[src/rtl/gpu_pkg.sv]
// Shared GPU definitions: default parameter values for the pixel writer and the
// SRAM write-cycle state enumeration used by gpu_memwriter.
package gpu_pkg;

  localparam int unsigned DefChannelBits = 8;
  localparam int unsigned DefNumChannels = 3;
  localparam int unsigned DefWidthBits   = 10;
  localparam int unsigned DefHeightBits  = 9;
  localparam int unsigned DefScreenWidth = 640;
  localparam int unsigned DefBufferOffset = 307200;
  localparam int unsigned DefFifoDepth   = 4;
  localparam int unsigned DefWriteCycles = 2;

  // SRAM write sequence: address setup, write strobe, hold.
  typedef enum logic [1:0] {
    StIdle,
    StSetup,
    StStrobe,
    StHold
  } wr_state_e;

endpackage

[src/rtl/gpu_pixfifo.sv]
// Small synchronous FIFO holding {address, pixel} entries for the SRAM writer.
// Ports:
//   clk, rst        clock, asynchronous active-high reset (empties the queue)
//   push_i/wdata_i  enqueue request and data (ignored when full)
//   pop_i           dequeue request (ignored when empty)
//   rdata_o         head entry, valid while !empty_o
//   full_o/empty_o  occupancy flags
module gpu_pixfifo #(
  parameter int unsigned WIDTH = 8,
  parameter int unsigned DEPTH = 4
) (
  input  logic             clk,
  input  logic             rst,
  input  logic             push_i,
  input  logic [WIDTH-1:0] wdata_i,
  input  logic             pop_i,
  output logic [WIDTH-1:0] rdata_o,
  output logic             full_o,
  output logic             empty_o
);

  localparam int unsigned PtrW = $clog2(DEPTH);
  localparam logic [PtrW:0] PtrOne = 1;

  logic [WIDTH-1:0] mem_q [DEPTH];
  // One extra pointer bit separates full from empty when the indices match.
  logic [PtrW:0]    wptr_q, rptr_q;
  logic             do_push, do_pop;

  assign full_o  = (wptr_q[PtrW] != rptr_q[PtrW]) &&
                   (wptr_q[PtrW-1:0] == rptr_q[PtrW-1:0]);
  assign empty_o = (wptr_q == rptr_q);
  assign do_push = push_i && !full_o;
  assign do_pop  = pop_i && !empty_o;
  assign rdata_o = mem_q[rptr_q[PtrW-1:0]];

  always_ff @(posedge clk or posedge rst) begin
    if (rst) begin
      wptr_q <= '0;
      rptr_q <= '0;
    end else begin
      if (do_push) wptr_q <= wptr_q + PtrOne;
      if (do_pop)  rptr_q <= rptr_q + PtrOne;
    end
  end

  always_ff @(posedge clk) begin
    if (do_push) mem_q[wptr_q[PtrW-1:0]] <= wdata_i;
  end

endmodule

[src/rtl/gpu_memwriter.sv]
// Pixel-to-SRAM writer with double buffering.
// Accepts pixels (x, y, colour), linearises them into word addresses, queues them
// and writes each to an asynchronous SRAM with a setup / strobe / hold sequence.
// A flush request swaps the write buffer once every queued pixel has been written.
// Ports:
//   clk, rst                  clock, asynchronous active-high reset
//   pix_valid_i/pix_ready_o   pixel handshake; pix_data_i, pix_x_i, pix_y_i payload
//   flush_i / flush_done_o    swap request / one-cycle pulse when the swap happens
//   drop_o                    one-cycle pulse when an out-of-range pixel is discarded
//   sram_*_o                  SRAM address, data and active-low controls
//   buffer_select_o           buffer currently being written
//   busy_o                    queue non-empty or write sequence in progress
module gpu_memwriter
  import gpu_pkg::*;
#(
  parameter int unsigned CHANNEL_BITS  = DefChannelBits,
  parameter int unsigned NUM_CHANNELS  = DefNumChannels,
  parameter int unsigned WIDTH_BITS    = DefWidthBits,
  parameter int unsigned HEIGHT_BITS   = DefHeightBits,
  parameter int unsigned SCREEN_WIDTH  = DefScreenWidth,
  parameter int unsigned BUFFER_OFFSET = DefBufferOffset,
  parameter int unsigned FIFO_DEPTH    = DefFifoDepth,
  parameter int unsigned WRITE_CYCLES  = DefWriteCycles
) (
  input  logic                                 clk,
  input  logic                                 rst,
  input  logic                                 pix_valid_i,
  output logic                                 pix_ready_o,
  input  logic [NUM_CHANNELS*CHANNEL_BITS-1:0] pix_data_i,
  input  logic [WIDTH_BITS-1:0]                pix_x_i,
  input  logic [HEIGHT_BITS-1:0]               pix_y_i,
  input  logic                                 flush_i,
  output logic                                 flush_done_o,
  output logic                                 drop_o,
  output logic [WIDTH_BITS+HEIGHT_BITS:0]      sram_addr_o,
  output logic [NUM_CHANNELS*CHANNEL_BITS-1:0] sram_data_o,
  output logic                                 sram_ce_n_o,
  output logic                                 sram_we_n_o,
  output logic                                 sram_oe_n_o,
  output logic                                 buffer_select_o,
  output logic                                 busy_o
);

  localparam int unsigned ADDR_BITS = WIDTH_BITS + HEIGHT_BITS + 1;
  localparam int unsigned PIX_BITS  = NUM_CHANNELS * CHANNEL_BITS;
  localparam int unsigned EntW      = ADDR_BITS + PIX_BITS;
  localparam int unsigned CntW      = (WRITE_CYCLES > 1) ? $clog2(WRITE_CYCLES) : 1;
  localparam logic [CntW-1:0] CntLast = CntW'(WRITE_CYCLES - 1);
  localparam logic [CntW-1:0] CntOne  = 1;

  wr_state_e            state_q;
  logic [CntW-1:0]      cnt_q;
  logic                 ce_n_q, we_n_q;
  logic [ADDR_BITS-1:0] addr_q;
  logic [PIX_BITS-1:0]  data_q;
  logic                 flush_pending_q, buf_sel_q, flush_done_q, drop_q;

  logic                 accept, in_range, swap;
  logic                 fifo_full, fifo_empty, fifo_push, fifo_pop;
  logic [ADDR_BITS-1:0] lin_addr, q_addr, buf_base;
  logic [PIX_BITS-1:0]  q_data;
  logic [EntW-1:0]      fifo_rdata;

  assign pix_ready_o = !fifo_full && !flush_pending_q;
  assign accept      = pix_valid_i && pix_ready_o;
  assign in_range    = 32'(pix_x_i) < SCREEN_WIDTH;
  assign fifo_push   = accept && in_range;
  // Wraps modulo 2^ADDR_BITS by construction.
  assign lin_addr    = ADDR_BITS'(pix_y_i) * ADDR_BITS'(SCREEN_WIDTH) + ADDR_BITS'(pix_x_i);

  // The head is popped on the edge that enters SETUP, from IDLE or back-to-back from HOLD.
  assign fifo_pop = !fifo_empty && ((state_q == StIdle) || (state_q == StHold));
  assign {q_addr, q_data} = fifo_rdata;
  assign buf_base = buf_sel_q ? ADDR_BITS'(BUFFER_OFFSET) : '0;

  // Swap only once the queue has drained and the last write has fully completed.
  assign swap = flush_pending_q && fifo_empty && (state_q == StIdle);

  gpu_pixfifo #(
    .WIDTH (EntW),
    .DEPTH (FIFO_DEPTH)
  ) u_fifo (
    .clk     (clk),
    .rst     (rst),
    .push_i  (fifo_push),
    .wdata_i ({lin_addr, pix_data_i}),
    .pop_i   (fifo_pop),
    .rdata_o (fifo_rdata),
    .full_o  (fifo_full),
    .empty_o (fifo_empty)
  );

  always_ff @(posedge clk or posedge rst) begin
    if (rst) begin
      state_q <= StIdle;
      cnt_q   <= '0;
      ce_n_q  <= 1'b1;
      we_n_q  <= 1'b1;
      addr_q  <= '0;
      data_q  <= '0;
    end else begin
      unique case (state_q)
        StIdle: begin
          if (!fifo_empty) begin
            state_q <= StSetup;
            ce_n_q  <= 1'b0;
            we_n_q  <= 1'b1;
            addr_q  <= q_addr + buf_base;
            data_q  <= q_data;
          end
        end
        StSetup: begin
          state_q <= StStrobe;
          we_n_q  <= 1'b0;
          cnt_q   <= '0;
        end
        StStrobe: begin
          if (cnt_q == CntLast) begin
            state_q <= StHold;
            we_n_q  <= 1'b1;
          end else begin
            cnt_q <= cnt_q + CntOne;
          end
        end
        StHold: begin
          if (!fifo_empty) begin
            state_q <= StSetup;
            addr_q  <= q_addr + buf_base;
            data_q  <= q_data;
          end else begin
            state_q <= StIdle;
            ce_n_q  <= 1'b1;
          end
        end
        default: begin
          state_q <= StIdle;
          ce_n_q  <= 1'b1;
          we_n_q  <= 1'b1;
        end
      endcase
    end
  end

  always_ff @(posedge clk or posedge rst) begin
    if (rst) begin
      flush_pending_q <= 1'b0;
      buf_sel_q       <= 1'b0;
      flush_done_q    <= 1'b0;
      drop_q          <= 1'b0;
    end else begin
      flush_done_q <= swap;
      drop_q       <= accept && !in_range;
      if (swap) begin
        buf_sel_q       <= ~buf_sel_q;
        flush_pending_q <= 1'b0;
      end else if (flush_i) begin
        flush_pending_q <= 1'b1;
      end
    end
  end

  assign flush_done_o    = flush_done_q;
  assign drop_o          = drop_q;
  assign sram_addr_o     = addr_q;
  assign sram_data_o     = data_q;
  assign sram_ce_n_o     = ce_n_q;
  assign sram_we_n_o     = we_n_q;
  assign sram_oe_n_o     = 1'b1;
  assign buffer_select_o = buf_sel_q;
  assign busy_o          = !fifo_empty || (state_q != StIdle);

endmodule
[config.mk]
export PLATFORM = sky130hd
export DESIGN_NAME = gpu_memwriter
export DESIGN_NICKNAME = d
export VERILOG_FILES = /design/src/rtl/gpu_pkg.sv /design/src/rtl/gpu_pixfifo.sv /design/src/rtl/gpu_memwriter.sv
export SDC_FILE = /design/constraint.sdc
export NUM_CORES = 1
export LEC_CHECK = 0
export CORE_MARGIN = 2
export CORE_UTILIZATION = 51
export CTS_CLUSTER_SIZE = 10
export DETAILED_ROUTE_END_ITERATION = 10
export PLACE_DENSITY = 0.76
export SLEW_MARGIN = 20
export SYNTH_ARGS = -nofsm -noshare
export SYNTH_HDL_FRONTEND = slang
export SYNTH_HIERARCHICAL = 1
export SYNTH_SLANG_ARGS = --single-unit
[constraint.sdc]
create_clock -name clk -period 2.8 [get_ports clk]
set_clock_uncertainty 0.2 [all_clocks]
set_input_delay 0.42 -clock clk [delete_from_list [all_inputs] [get_ports clk]]
set_output_delay 0.42 -clock clk [all_outputs]
set_load 0.05 [all_outputs]
==> Word level (Yosys, flattened, before mapping) <==
Memory sizes are Yosys's and may differ from the RTL's.
Index checks and enable logic that the tools add are counted.
{ "op_classes": {"add_sub_neg": 5, "mul": 1, "order_cmp": 1, "eq_ne": 9, "muxes": 17, "bitwise_logic": 2, "n_reduce_logical": 27} }
{ "op_table": {"columns": ["op", "n"], "rows": [
  ["adder 19 x 10 -> 20 bit", 1],
  ["adder 20 x 19 -> 20 bit", 1],
  ["2-to-1 mux 19 bit", 1],
  ["multiplier 9 x 3 -> 12 bit (second input constant)", 1],
  ["logical AND 1 bit", 10],
  ["< comparator 10 bit (second input constant)", 1],
  ["2-to-1 mux 1 bit", 10],
  ["case mux 2 bit (4 select lines)", 1],
  ["nonzero test 2 bit", 4],
  ["adder 3 x 1 -> 3 bit (second input constant)", 2],
  ["!= test 2 bit (second input constant)", 3],
  ["AND reduction 3 bit", 2],
  ["equality test 2 bit (second input constant)", 2],
  ["zero test 1 bit", 4],
  ["2-to-1 mux 2 bit", 2],
  ["case mux 1 bit (2 select lines)", 2],
  ["AND reduction 2 bit", 2],
  ["equality test 3 bit", 1],
  ["case mux 1 bit (3 select lines)", 1],
  ["nonzero test 3 bit", 1],
  ["equality test 2 x 1 -> 1 bit (second input constant)", 1],
  ["equality test 2 bit", 1],
  ["zero test 2 bit", 1],
  ["logical OR 1 bit", 2],
  ["other kinds (4)", 5]
]} }
{ "totals": {"reg_bits": 59, "mem_bits_rw": 176, "input_bits": 47, "out_inout_bits": 52, "wordCells": 75, "memories": 1} }
{ "mem_list": {"columns": ["memory", "depth", "width", "rd", "rd_clocked_by_memory_dff", "write_ports", "line", "text"], "rows": [
  ["u_fifo.mem_q", 4, 44, 1, 0, 1, "gpu_pixfifo.sv:25", "logic [WIDTH-1:0] mem_q [DEPTH];"]
]} }

==> Depth between registers and ports, before layout <==
{ "logic_depth": {"depth_word": 9, "ltp_mapped": 11, "mapped_depth_nobuf": 10} }

==> Cells and area by module <==
The synthesis kept the hierarchy.
{ "modules_own_cells": {"columns": ["module", "n_inst", "cells_per_inst", "area_each_um2", "seq_area_each_um2"], "rows": [
  ["gpu_pixfifo", 1, 279, 6867.8, 5435.2],
  ["gpu_memwriter", 1, 322, 2922.8, 1328.8]
]} }

==> Least setup slack after synthesis <==
Ideal clock, no wire load.
{ "synth_path": {"kind": "register to register", "start": "register u_fifo.rptr_q[0]", "end": "memory u_fifo/mem_q[0][0] (netlist bit) (enable)", "setup_ps": 406, "arrival_time_ps": 3104, "required_time_ps": 2194, "slack_ps": -910, "path_stages_with_launch": 8, "n_path_buf": 1, "period_less_slack_ps": 3710, "path_cell_list": "dfrtp_1 buf_6 xnor2_2 nand3_2 inv_1 nor2_1 and3_1 and3_1"} }
{ "synth_between": {"elab_chain_cells": 9} }
{ "synth_rtl": {"columns": ["element", "line", "text"], "rows": [
  ["start: declaration", "gpu_pixfifo.sv:27", "logic [PtrW:0] wptr_q, rptr_q;"],
  ["start signal: assignment", "gpu_pixfifo.sv:43", "if (do_pop) rptr_q <= rptr_q + PtrOne;"],
  ["equality test 2 bit", "gpu_pixfifo.sv:31", "(wptr_q[PtrW-1:0] == rptr_q[PtrW-1:0]);"],
  ["logical AND 1 bit", "gpu_pixfifo.sv:30", "assign full_o = (wptr_q[PtrW] != rptr_q[PtrW]) &&"],
  ["net fifo_full", "gpu_memwriter.sv:59", "logic fifo_full, fifo_empty, fifo_push, fifo_pop;"],
  ["zero test 1 bit", "gpu_memwriter.sv:64", "assign pix_ready_o = !fifo_full && !flush_pending_q;"],
  ["logical AND 1 bit", "gpu_memwriter.sv:64", null],
  ["net pix_ready_o", "gpu_memwriter.sv:28", "output logic pix_ready_o,"],
  ["logical AND 1 bit", "gpu_memwriter.sv:65", "assign accept = pix_valid_i && pix_ready_o;"],
  ["logical AND 1 bit", "gpu_memwriter.sv:67", "assign fifo_push = accept && in_range;"],
  ["net fifo_push", "gpu_memwriter.sv:59", null],
  ["logical AND 1 bit", "gpu_pixfifo.sv:33", "assign do_push = push_i && !full_o;"],
  ["2-to-1 mux 1 bit", "gpu_pixfifo.sv:48", "if (do_push) mem_q[wptr_q[PtrW-1:0]] <= wdata_i;"],
  ["2-to-1 mux 1 bit (implied by the code)", "gpu_pixfifo.sv:48", null],
  ["end: declaration", "gpu_pixfifo.sv:25", null]
]} }
The timed path passes the listed nets, and every way through them passes these cells.

==> Final worst setup path <==
{ "layout_path": {"start": "input pix_y_i[1]", "end": "memory u_fifo/mem_q[0][41] (netlist bit) (data pin)"} }
{ "layout_between": {"elab_chain_cells": 2} }
{ "layout_rtl": {"columns": ["element", "line", "text"], "rows": [
  ["start: declaration", "gpu_memwriter.sv:31", "input logic [HEIGHT_BITS-1:0] pix_y_i,"],
  ["multiplier 9 x 3 -> 12 bit", "gpu_memwriter.sv:69", "assign lin_addr = ADDR_BITS'(pix_y_i) * ADDR_BITS'(SCREEN_WIDTH) + ADDR_BITS'(pix_x_i);"],
  ["adder 19 x 10 -> 20 bit", "gpu_memwriter.sv:69", null],
  ["net lin_addr[17]", "gpu_memwriter.sv:60", "logic [ADDR_BITS-1:0] lin_addr, q_addr, buf_base;"]
]} }
The timed path passes the listed nets, and every way through them passes these cells.

==> summary.txt <==
run status: completed
remaining global-route overflow: 0
power density over cell area: 1130 mW/mm^2
P_sw: 0.00536 W
ys flop type: sky130_fd_sc_hd__edfxtp_1
number of antenna violations at the first check in global routing: 1
total power consumption of the routed design: 0.0140 W
Pleak: 4.67 nW
pin count of the biggest net entering global routing: 52
Sequential Power Share: 0.341
horizontal extent of the die: 143 um
Min-Delay Endpoint: drop_o
synthesis-to-layout area growth: 26.1%
worst-path cell with the longest stage delay: sky130_fd_sc_hd__clkdlybuf4s50_1
Die Y-Extent: 143 um
clock latency of the later-clocked register in the worst-skew pair: 0.51 ns
startpoint of the worst-slack reg-to-reg timing path: u_fifo/rptr_q[0]
number of fill cells in the layout: 1241
Critical path buffers and inverters: 3
area of the mapped netlist: 0.00979 mm^2
number of endpoints failing setup at the final stage: 0
Tcrit/Tclk final: 1.00
part of the total power dissipated in combinational logic: 0.437
top cell types by occurrence after synthesis: sky130_fd_sc_hd__edfxtp_1 (176), sky130_fd_sc_hd__nand2_1 (124), sky130_fd_sc_hd__dfrtp_1 (57), sky130_fd_sc_hd__mux4_2 (44), sky130_fd_sc_hd__ha_1 (31)
smallest hold slack: 0.269 ns
share of the core filled with cells: 0.658
wire length of the first global-routing pass: 29900 um
row count: 50
Clock Sink Count: 235
antenna diode count: 0
Max FO, Critical Path: 4
final worst slack: 0.0000457 ns
detail-routed net length per standard cell: 18.9 um
net count reported at finish: 840
startpoint type of the worst setup path: primary input
critical path class: in -> reg
most frequently used cell type in the post-synthesis netlist: sky130_fd_sc_hd__edfxtp_1
slew at the pin with the worst max-slew slack: 0.688 ns
DRC violation count after routing: 0
worst min-delay path class: in -> reg
antenna violation net count after detailed routing: 0
maximum clock frequency: 0.357 GHz
clock tree from TritonCTS: done
Total Routed Length: 19100 um
core region area: 0.0188 mm^2
TNS Setup: 0 ns
final HPWL from detailed placement: 12000 um
R2R depth: 9
Max stage delay on crit path: 0.42 ns
last weighted congestion value of the routability-driven placer: 0.803
count of mapped cells out of synthesis: 601
via density per instance: 5.41
fraction of final layout cells with drive strength greater than 1: 0.218
count of flip-flops with a built-in enable after synthesis: 176
total die area: 0.0203 mm^2
Post-synth ARST share: 0.251
Register-to-Register Setup Slack: 0.24 ns
root buf cell: sky130_fd_sc_hd__clkbuf_16
endpoint arrival time on the critical path: 2.84 ns
detailed-route via count: 5468
number of ports placed on the die boundary: 99
Mapped Avg Cell Area: 16.3 um^2
category of cells accounting for the largest share of critical-path delay: adder cells
category of the worst setup path capture point: flip-flop
pre-CTS setup slack: -0.511 ns
number of storage elements in the synthesis netlist: 235
Inserted Clock Buffers: 27
number of max-slew violations in the final report: 0
count of buffers inserted at the top-level ports: 97
switching share of power: 0.384
Worst IR Drop VDD: 0.600 mV
starting density of the core: 0.522
Reg clk slew, reported paths: 0.05 ns
fraction of power consumed by the clock network: 0.222
total routing usage reported by global routing: 0.190
Hold Path Cell Cnt: 3
number of hold-slack violations in the final timing report: 0
final critical delay including setup and external delays: 2.80 ns
cell-by-cell trace of the critical path: clkdlybuf4s50_1 > ha_1 > ha_2 > inv_1 > fa_2 > nand2b_4 > a21oi_4 > buf_6 > xor2_2 > nand3_2 > nor3_4 > xnor2_2
proportion of synthesized chip area in sequential cells: 0.691
cell accounting for the most synthesized area: sky130_fd_sc_hd__edfxtp_1
Yosys warning total: 6
relative slew slack: 0.542
portion of synthesized cell area occupied by the leading cell type: 0.540
top area cells in the synthesized netlist: sky130_fd_sc_hd__edfxtp_1 (54%), sky130_fd_sc_hd__dfrtp_1 (15%), sky130_fd_sc_hd__mux4_2 (10%)
total of max-cap violations: 0
count of TritonRoute iterations in the first routing pass: 5
number of DRC markers after the initial detailed-route iteration: 352
Crit path required time: 2.84 ns
number of global-route vias before repair: 5809
CTS H-tree depth: 1
startpoint of the worst hold path: pix_valid_i
number of library cell types mapped by synthesis: 44
Max clock buf depth: 3
Reg2Reg Capture Point: u_fifo/mem_q[3][33]
design internal power: 0.00859 W
-- cell type report --
cell class / instances / area (um^2) / share of cell area
multi-input combinational: 325 / 2960 / 0.240
sequential: 235 / 6770 / 0.548
clock inverter: 1 / 30.0 / 0.00243
timing repair buffer: 147 / 1460 / 0.118
inverter: 23 / 86.3 / 0.00699
tap: 234 / 293 / 0.0237
clock buffer: 45 / 743 / 0.0602
-- cell families after synthesis --
logic type,count (synthesis),synth area share
buffers and inverters,44,0.0220
muxes,46,0.104
xor gates and xnor gates,33,0.0334
adders and majority gates,34,0.0458
and+or+nand+nor,162,0.0712
DFF,235,0.691
other,2,0.000767
AOI/OAI and AO/OA,45,0.0326
-- worst max path at each step --
stage               slack, ns  cells after the start             start                  end
CTS                      0.03                     11        pix_y_i[3]  u_fifo/mem_q[1][41]
detailed placement      -0.51                     11        pix_y_i[3]  u_fifo/mem_q[3][41]
global route            -0.07                     12        pix_y_i[1]  u_fifo/mem_q[0][41]
floorplan               -0.18                      8  u_fifo/rptr_q[0]   u_fifo/mem_q[3][0]
finish                0.00005                     12        pix_y_i[1]  u_fifo/mem_q[0][41]
global placement        -0.42                     11        pix_y_i[1]  u_fifo/mem_q[0][41]
-- registers in the layout, indices dropped and copies added, names as in the netlist, 2 cells and up --
name and count:
u_fifo/mem_q 176, sram_data_o 24, state_q 2, u_fifo/rptr_q 3, u_fifo/wptr_q 3, sram_addr_o 20
-- routing by layer --
layer | GRT usage | vias up | wire, um
li1 | - | 2510 | -
met1 | 0.241 | 2764 | 7580
met2 | 0.342 | 169 | 10100
met3 | 0.0310 | 23 | 1110
met4 | 0.0490 | 2 | 258
met5 | 0 | - | 10
-- worst register-to-register path, stage by stage, from the launching register on --
cell                      delay, ns
sky130_fd_sc_hd__dfrtp_4       0.57
sky130_fd_sc_hd__buf_4         0.19
sky130_fd_sc_hd__xnor2_4       0.16
sky130_fd_sc_hd__nand3_2       0.14
sky130_fd_sc_hd__inv_2         0.06
sky130_fd_sc_hd__nor2_4        0.15
sky130_fd_sc_hd__and3_4        0.25
sky130_fd_sc_hd__nand2_2       0.07
sky130_fd_sc_hd__a31oi_4       0.22
sky130_fd_sc_hd__buf_12        0.24
-- stage by stage --
step | cell area (um^2) | std cells
2_1_floorplan | 9830 | 604
5_1_grt | 12300 | 1010
6_report | 12300 | 1010
4_1_cts | 12200 | 1004
3_3_place_gp | 11400 | 957
3_5_place_dp | 11400 | 957
-- timing repair --
action	in CTS	in global routing
gates resized for setup	0	20
endpoints found under the hold margin	10	0
setup endpoints to repair	0	22
hold buffers	1	0
buffers inserted	0	6
-- placed cells by master (no fill, tap or decap), types with 3 or more instances in the layout --
cell,n
sky130_fd_sc_hd__a21o_1,4
sky130_fd_sc_hd__a21oi_1,10
sky130_fd_sc_hd__and3_2,3
sky130_fd_sc_hd__buf_12,9
sky130_fd_sc_hd__buf_4,41
sky130_fd_sc_hd__clkbuf_1,18
sky130_fd_sc_hd__clkbuf_16,27
sky130_fd_sc_hd__clkdlybuf4s50_1,94
sky130_fd_sc_hd__conb_1,5
sky130_fd_sc_hd__dfrtp_1,55
sky130_fd_sc_hd__edfxtp_1,176
sky130_fd_sc_hd__ha_1,30
sky130_fd_sc_hd__inv_1,20
sky130_fd_sc_hd__inv_2,3
sky130_fd_sc_hd__mux4_2,44
sky130_fd_sc_hd__nand2_1,123
sky130_fd_sc_hd__nand3_2,3
sky130_fd_sc_hd__nor2_1,10
sky130_fd_sc_hd__nor2b_1,3
sky130_fd_sc_hd__o21ai_0,10
sky130_fd_sc_hd__o21ai_1,3
sky130_fd_sc_hd__o31ai_1,6
sky130_fd_sc_hd__xnor2_1,16
sky130_fd_sc_hd__xor2_1,8
sky130_fd_sc_hd__xor2_2,7
-- power by group through the flow --
stage          clock (W)  combinational [W]  sequential, W
5_1_grt          0.00330            0.00664        0.00481
3_3_place_gp           0            0.00584        0.00481
2_1_floorplan          0            0.00308        0.00589
4_1_cts          0.00316            0.00604        0.00478
3_5_place_dp           0            0.00600        0.00484
6_report         0.00309            0.00610        0.00476
Power figures use the tool's default switching activity.
